## src/rtl/return_stack.sv

```systemverilog
// Return-address stack for a small sequencer.
// CALL pushes PC+1, RET reads `top` as the counter load value and pops.
// Entries are plain registers so `top` is a combinational read of the
// current top slot with no extra pipeline stage. A push and a pop in the
// same cycle overwrite the top entry in place ("replace"). Pushing onto a
// full stack and popping an empty stack are both dropped and raise sticky
// error flags.
module return_stack #(
  parameter int WIDTH = 9,
  parameter int DEPTH = 8   // power of two, at least 2
) (
  input  logic                     clk,
  input  logic                     reset,
  input  logic                     push,
  input  logic                     pop,
  input  logic [WIDTH-1:0]         push_data,
  input  logic                     clear_err,
  output logic [WIDTH-1:0]         top,
  output logic                     empty,
  output logic                     full,
  output logic [$clog2(DEPTH):0]   count,
  output logic                     overflow,
  output logic                     underflow
);

  localparam int AW = $clog2(DEPTH);
  localparam int CW = AW + 1;
  localparam logic [CW-1:0] DEPTH_CNT = CW'(DEPTH);

  // Stack pointer: the number of entries held, 0..DEPTH.
  // The initialiser gives sp = 0 at power-up, before the first reset.
  logic [CW-1:0]    sp_reg = '0;
  logic [CW-1:0]    sp_next;
  logic             overflow_reg = 1'b0;
  logic             underflow_reg = 1'b0;

  // Decoded operation for this cycle.
  logic             empty_w;
  logic             full_w;
  logic             do_push;
  logic             do_pop;
  logic             do_replace;
  logic             overflow_evt;
  logic             underflow_evt;
  logic             wr_en;
  logic [AW-1:0]    wr_idx;
  logic [AW-1:0]    top_idx;
  logic [WIDTH-1:0] mem [DEPTH];

  // Classify the request against the current occupancy.
  always_comb begin
    empty_w       = (sp_reg == '0);
    full_w        = (sp_reg == DEPTH_CNT);
    // A push+pop on an empty stack has nothing to replace, so it acts
    // as a plain push. Empty implies not full because DEPTH >= 2.
    do_replace    = push & pop & ~empty_w;
    do_push       = push & ~full_w & (~pop | empty_w);
    do_pop        = pop & ~push & ~empty_w;
    overflow_evt  = push & ~pop & full_w;
    underflow_evt = pop & ~push & empty_w;

    // The index of the top entry is (sp - 1) mod DEPTH. Using only the
    // low bits of sp also covers sp == DEPTH, where those bits are zero.
    top_idx = sp_reg[AW-1:0] - AW'(1);

    // A push writes the free slot at sp; a replace overwrites the top.
    wr_en  = do_push | do_replace;
    wr_idx = do_replace ? top_idx : sp_reg[AW-1:0];

    // The pointer saturates at 0 and DEPTH, because the dropped cases
    // never assert do_push or do_pop.
    sp_next = sp_reg;
    if (do_push) begin
      sp_next = sp_reg + CW'(1);
    end else if (do_pop) begin
      sp_next = sp_reg - CW'(1);
    end
  end

  // Advance the stack pointer. Reset empties the stack.
  always_ff @(posedge clk) begin
    if (reset) begin
      sp_reg <= '0;
    end else begin
      sp_reg <= sp_next;
    end
  end

  // Sticky error flags. An error event in the same cycle as clear_err
  // wins, so the flag stays set.
  always_ff @(posedge clk) begin
    if (reset) begin
      overflow_reg  <= 1'b0;
      underflow_reg <= 1'b0;
    end else begin
      overflow_reg  <= overflow_evt  | (overflow_reg  & ~clear_err);
      underflow_reg <= underflow_evt | (underflow_reg & ~clear_err);
    end
  end

  // One register per stack slot. Reset does not clear the contents,
  // because no slot is visible while the stack is empty.
  for (genvar gi = 0; gi < DEPTH; gi++) begin : g_entry
    logic [WIDTH-1:0] entry_reg;

    // Capture push_data when this slot is the write target.
    always_ff @(posedge clk) begin
      if (wr_en && (wr_idx == AW'(gi))) begin
        entry_reg <= push_data;
      end
    end

    assign mem[gi] = entry_reg;
  end

  // Output decode. top reads as zero while the stack is empty, so stale
  // slot contents never leak out after reset or a full unwind.
  always_comb begin
    empty     = empty_w;
    full      = full_w;
    count     = sp_reg;
    top       = empty_w ? '0 : mem[top_idx];
    overflow  = overflow_reg;
    underflow = underflow_reg;
  end

endmodule
```

## config.mk

```make
export PLATFORM = sky130hd
export DESIGN_NAME = return_stack
export DESIGN_NICKNAME = d
export VERILOG_FILES = /design/src/rtl/return_stack.sv
export SDC_FILE = /design/constraint.sdc
export NUM_CORES = 1
export LEC_CHECK = 0
export CAP_MARGIN = 20
export CORE_MARGIN = 5
export CORE_UTILIZATION = 50
export DETAILED_ROUTE_END_ITERATION = 7
export HOLD_SLACK_MARGIN = 0.15
export PLACE_DENSITY_LB_ADDON = 0.1
export SYNTH_ARGS = -nofsm -noshare
export SYNTH_HDL_FRONTEND = slang
export SYNTH_SLANG_ARGS = --single-unit
export TNS_END_PERCENT = 5
```

## constraint.sdc

```tcl
create_clock -name clk -period 3.1 [get_ports clk]
set_input_delay 0.62 -clock clk [delete_from_list [all_inputs] [get_ports clk]]
set_output_delay 0.62 -clock clk [all_outputs]
set_load 0.005 [all_outputs]
```

==> impl_metrics.csv <==
group,metric,value,unit
die,fp.dieW,91.40,um
drt,drt_iter0_drc,124,
logic_synthesis,async_flop_share,0,%
sta,holdWs,0.6117,ns
die,die_area,8354,um2
sta,worstMarginPinSlew,0.4560,ns
finish,nets,280,
setup_path,path_cells,"inv_1 -> ha_1 -> or3b_4 -> clkinvlp_4 -> a21oi_1 -> clkdlybuf4s50_1",
logic_synthesis,synthesis.area,3313,um2
logic_synthesis,synth.distinct_cells,37,
sta,final-setup-viol-count,0,
setup_path,cp_data_arrival_time,2.35,ns
sta,hold_viol_final,0,
setup_path,worst_r2r_path_depth,10,
clock_tree,clock-root-buffer,"clkbuf_8",
min_path,whs_path_depth,3,
finish,largest_reg_flops,72,
power_and_ir_drop,power.leakage,1.370,nW
setup_path,cp_slowest_cell,"clkdlybuf4s50_1",
logic_synthesis,synth_flop_cell,"edfxtp_1",
clock_tree,clockBufferDepth,2,
sta,fin_crit_sh,95.95,%
clock_tree,clock_sinks,78,
drt,dr.pass1.iters,5,
global_route,antenna_found_initial,0,
logic_synthesis,synth-seq-cells,78,
logic_synthesis,syn_area_per_cell,16.08,um2
setup_path,rrSetupSlack,0.27,ns
logic_synthesis,yosysWarnings,0,
min_path,hold-path-endpoint,"overflow",
clock_tree,worstSkewPairLatency,0.35,ns
min_path,hp-class,"reg -> reg",
place,place_congestion,0.9301,
setup_path,worstSetupPathType,"reg -> out",
finish,final_common_cell,"edfxtp_1",
global_route,grt_pass1_wl,11.07,mm
clock_tree,path_clk_slew,0.08,ns
finish,area_growth,21.60,%
logic_synthesis,netlist_instances,206,
drt,routed_wl,6.783,mm
die,die_y,91.40,um
logic_synthesis,syn-num-nets,224,
drt,vias_per_cell,5.721,
setup_path,r2r-end,"count[3]",
global_route,grt_max_degree,26,
power_and_ir_drop,switching_share,34.09,%
drt,post-route-drc-count,0,
die,core_area,6386,um2
sta,fin_crit,2.974,ns
global_route,grtUsageTotal,17.23,%
sta,worst_slack,0.1256,ns
logic_synthesis,ys_seq_area_share,68.88,%
sta,fin_worst_skew,0.007518,ns
power_and_ir_drop,power_density,898.4,nW/um2
setup_path,end_kind,"output port",
finish,drive_gt1_share,23.60,%
setup_path,setup.worst_path.start,"count[1]",
place,port_buffers,30,
finish,final_cell_mix,"72 x edfxtp_1, 30 x clkdlybuf4s50_1, 26 x nand2_1, 23 x buf_4, 18 x mux4_2",
power_and_ir_drop,power.total,3.620,mW
die,rows,29,
power_and_ir_drop,clkPwrFrac,19.2,%
drt,vias,1968,
sta,rsz0062_at_grt,"no",
flow_run,max-cap-violations,0,
power_and_ir_drop,seq_power_share,36.8,%
power_and_ir_drop,p_switching,1.234,mW
power_and_ir_drop,p_int,2.386,mW
setup_path,startpoint_type,"register",
place,place_hpwl,4.576,mm
status,status,"finished clean",
global_route,overflow,0,
clock_tree,cts_made_buffers,9,
setup_path,worstPathRequired,2.48,ns
setup_path,max_stage_delay,0.53,ns
setup_path,crit_buf_inv,3,
die,start_util,51.88,%
setup_path,cpLargestDelayFamily,"buffers and inverters",
place,pre_cts_ws,0.09554,ns
drt,wl_per_cell,19.72,um
clock_tree,h-tree-depth,3,
sta,slew_headroom,69.60,%
global_route,grt_pass1_vias,2101,
setup_path,r2r_start,"count[1]",
min_path,worstHoldStart,"overflow",
sta,fmax,336.2,MHz
sta,drv_slew,0,
die,ios,31,
finish,antennaDiodeCount,0,
clock_tree,cts_tree,"yes",
drt,antenna_left,0,
power_and_ir_drop,ir_drop,726.8,uV
logic_synthesis,synth_edf_count,72,
power_and_ir_drop,pwr-share-comb,44.0,%
setup_path,critPathMaxFanout,7,
clock_tree,ctsHoldBuffers,0,
-- stage by stage --
stage | std cells | utilization [%] | TNS (ns) | cell area [um2]
after floorplan | 206 | - | 0 | 3313
after global placement | 326 | 59.89 | 0 | 3825
after detailed placement | 326 | 59.89 | 0 | 3825
after CTS | 342 | 62.81 | -0.007401 | 4011
after global routing | 344 | 63.09 | 0 | 4029
final | 344 | 63.09 | 0 | 4029
-- worst reg2reg max path, cell delays in order (launching register included) --
cell	delay (ns)
dfxtp_2	0.35
inv_1	0.14
ha_1	0.30
nand2b_1	0.12
a21boi_1	0.28
nand2_1	0.17
ha_1	0.35
a21oi_1	0.30
nand2_1	0.11
and3_1	0.19
o41a_1	0.38
-- timing repair --
| action | in CTS | in global routing |
|---|---|---|
| cloned | 0 | 1 |
| pin swaps | 0 | 0 |
| gates resized for setup | 2 | 2 |
| endpoints found under the setup margin | 10 | 10 |
| setup buffers | 0 | 1 |
-- logic make-up after synthesis --
kind of cell | after synthesis | synth area share, %
buffers and inverters | 17 | 2.417
muxes | 21 | 13.18
DFF | 78 | 68.88
adders and majority gates | 4 | 1.737
AOI/OAI and AO/OA | 27 | 5.174
and+or+nand+nor | 55 | 7.553
xor gates and xnor gates | 4 | 1.058
-- layout make-up --
type	instances	area (um2)
repair inverters	1	7.507
inverters	8	33.78
flip-flops and latches	78	2283
multi-input cells	111	953.4
fillers	480	2357
well taps	77	96.34
repair buffers	53	473.0
clock buffers	9	123.9
clock inverters	7	57.56
-- per-layer routing --
layer  track usage, %  up-vias  part of all wire [%]
met5                0        -                     0
met4            6.112        0                  0.84
met3            3.636        6                   3.9
met2            28.52       57                    52
met1            22.47      994                    43
li1                 -      911                     -
-- synthesized netlist by cell type, types with 2 or more instances --
master / n / share of area [%]
nand2b_1: 3 / 0.57
xnor2_1: 2 / 0.53
buf_4: 3 / 0.68
mux4_2: 18 / 12
a21boi_1: 2 / 0.45
nand3_1: 4 / 0.60
a21oi_1: 13 / 2.0
a31oi_1: 3 / 0.57
ha_1: 3 / 1.1
clkbuf_1: 2 / 0.23
xor2_1: 2 / 0.53
dfxtp_1: 6 / 3.6
nor2_1: 12 / 1.4
buf_2: 4 / 0.60
inv_1: 8 / 0.91
nor2b_1: 2 / 0.38
nor4b_1: 2 / 0.53
edfxtp_1: 72 / 65
mux2i_1: 2 / 0.60
nand2_1: 26 / 2.9
-- power by group through the flow --
stage          Combinational [mW]  Sequential (mW)  Clock [mW]
2_1_floorplan               0.886             1.34           0
3_3_place_gp                 1.53             1.35           0
3_5_place_dp                 1.55             1.36           0
4_1_cts                      1.57             1.33       0.716
5_1_grt                      1.75             1.34       0.761
6_report                     1.59             1.33       0.694
-- how the worst max path moves through the flow --
stage | endpoint | slack [ns] | depth (start not counted)
3_5_place_dp | count[3] | 0.1 | 8
3_3_place_gp | empty | 0.26 | 5
4_1_cts | top[6] | -0.007 | 6
2_1_floorplan | count[3] | 0.33 | 12
6_report | top[6] | 0.13 | 6
5_1_grt | top[4] | 0.01 | 6
No activity file was read; power rests on OpenSTA's default activity.
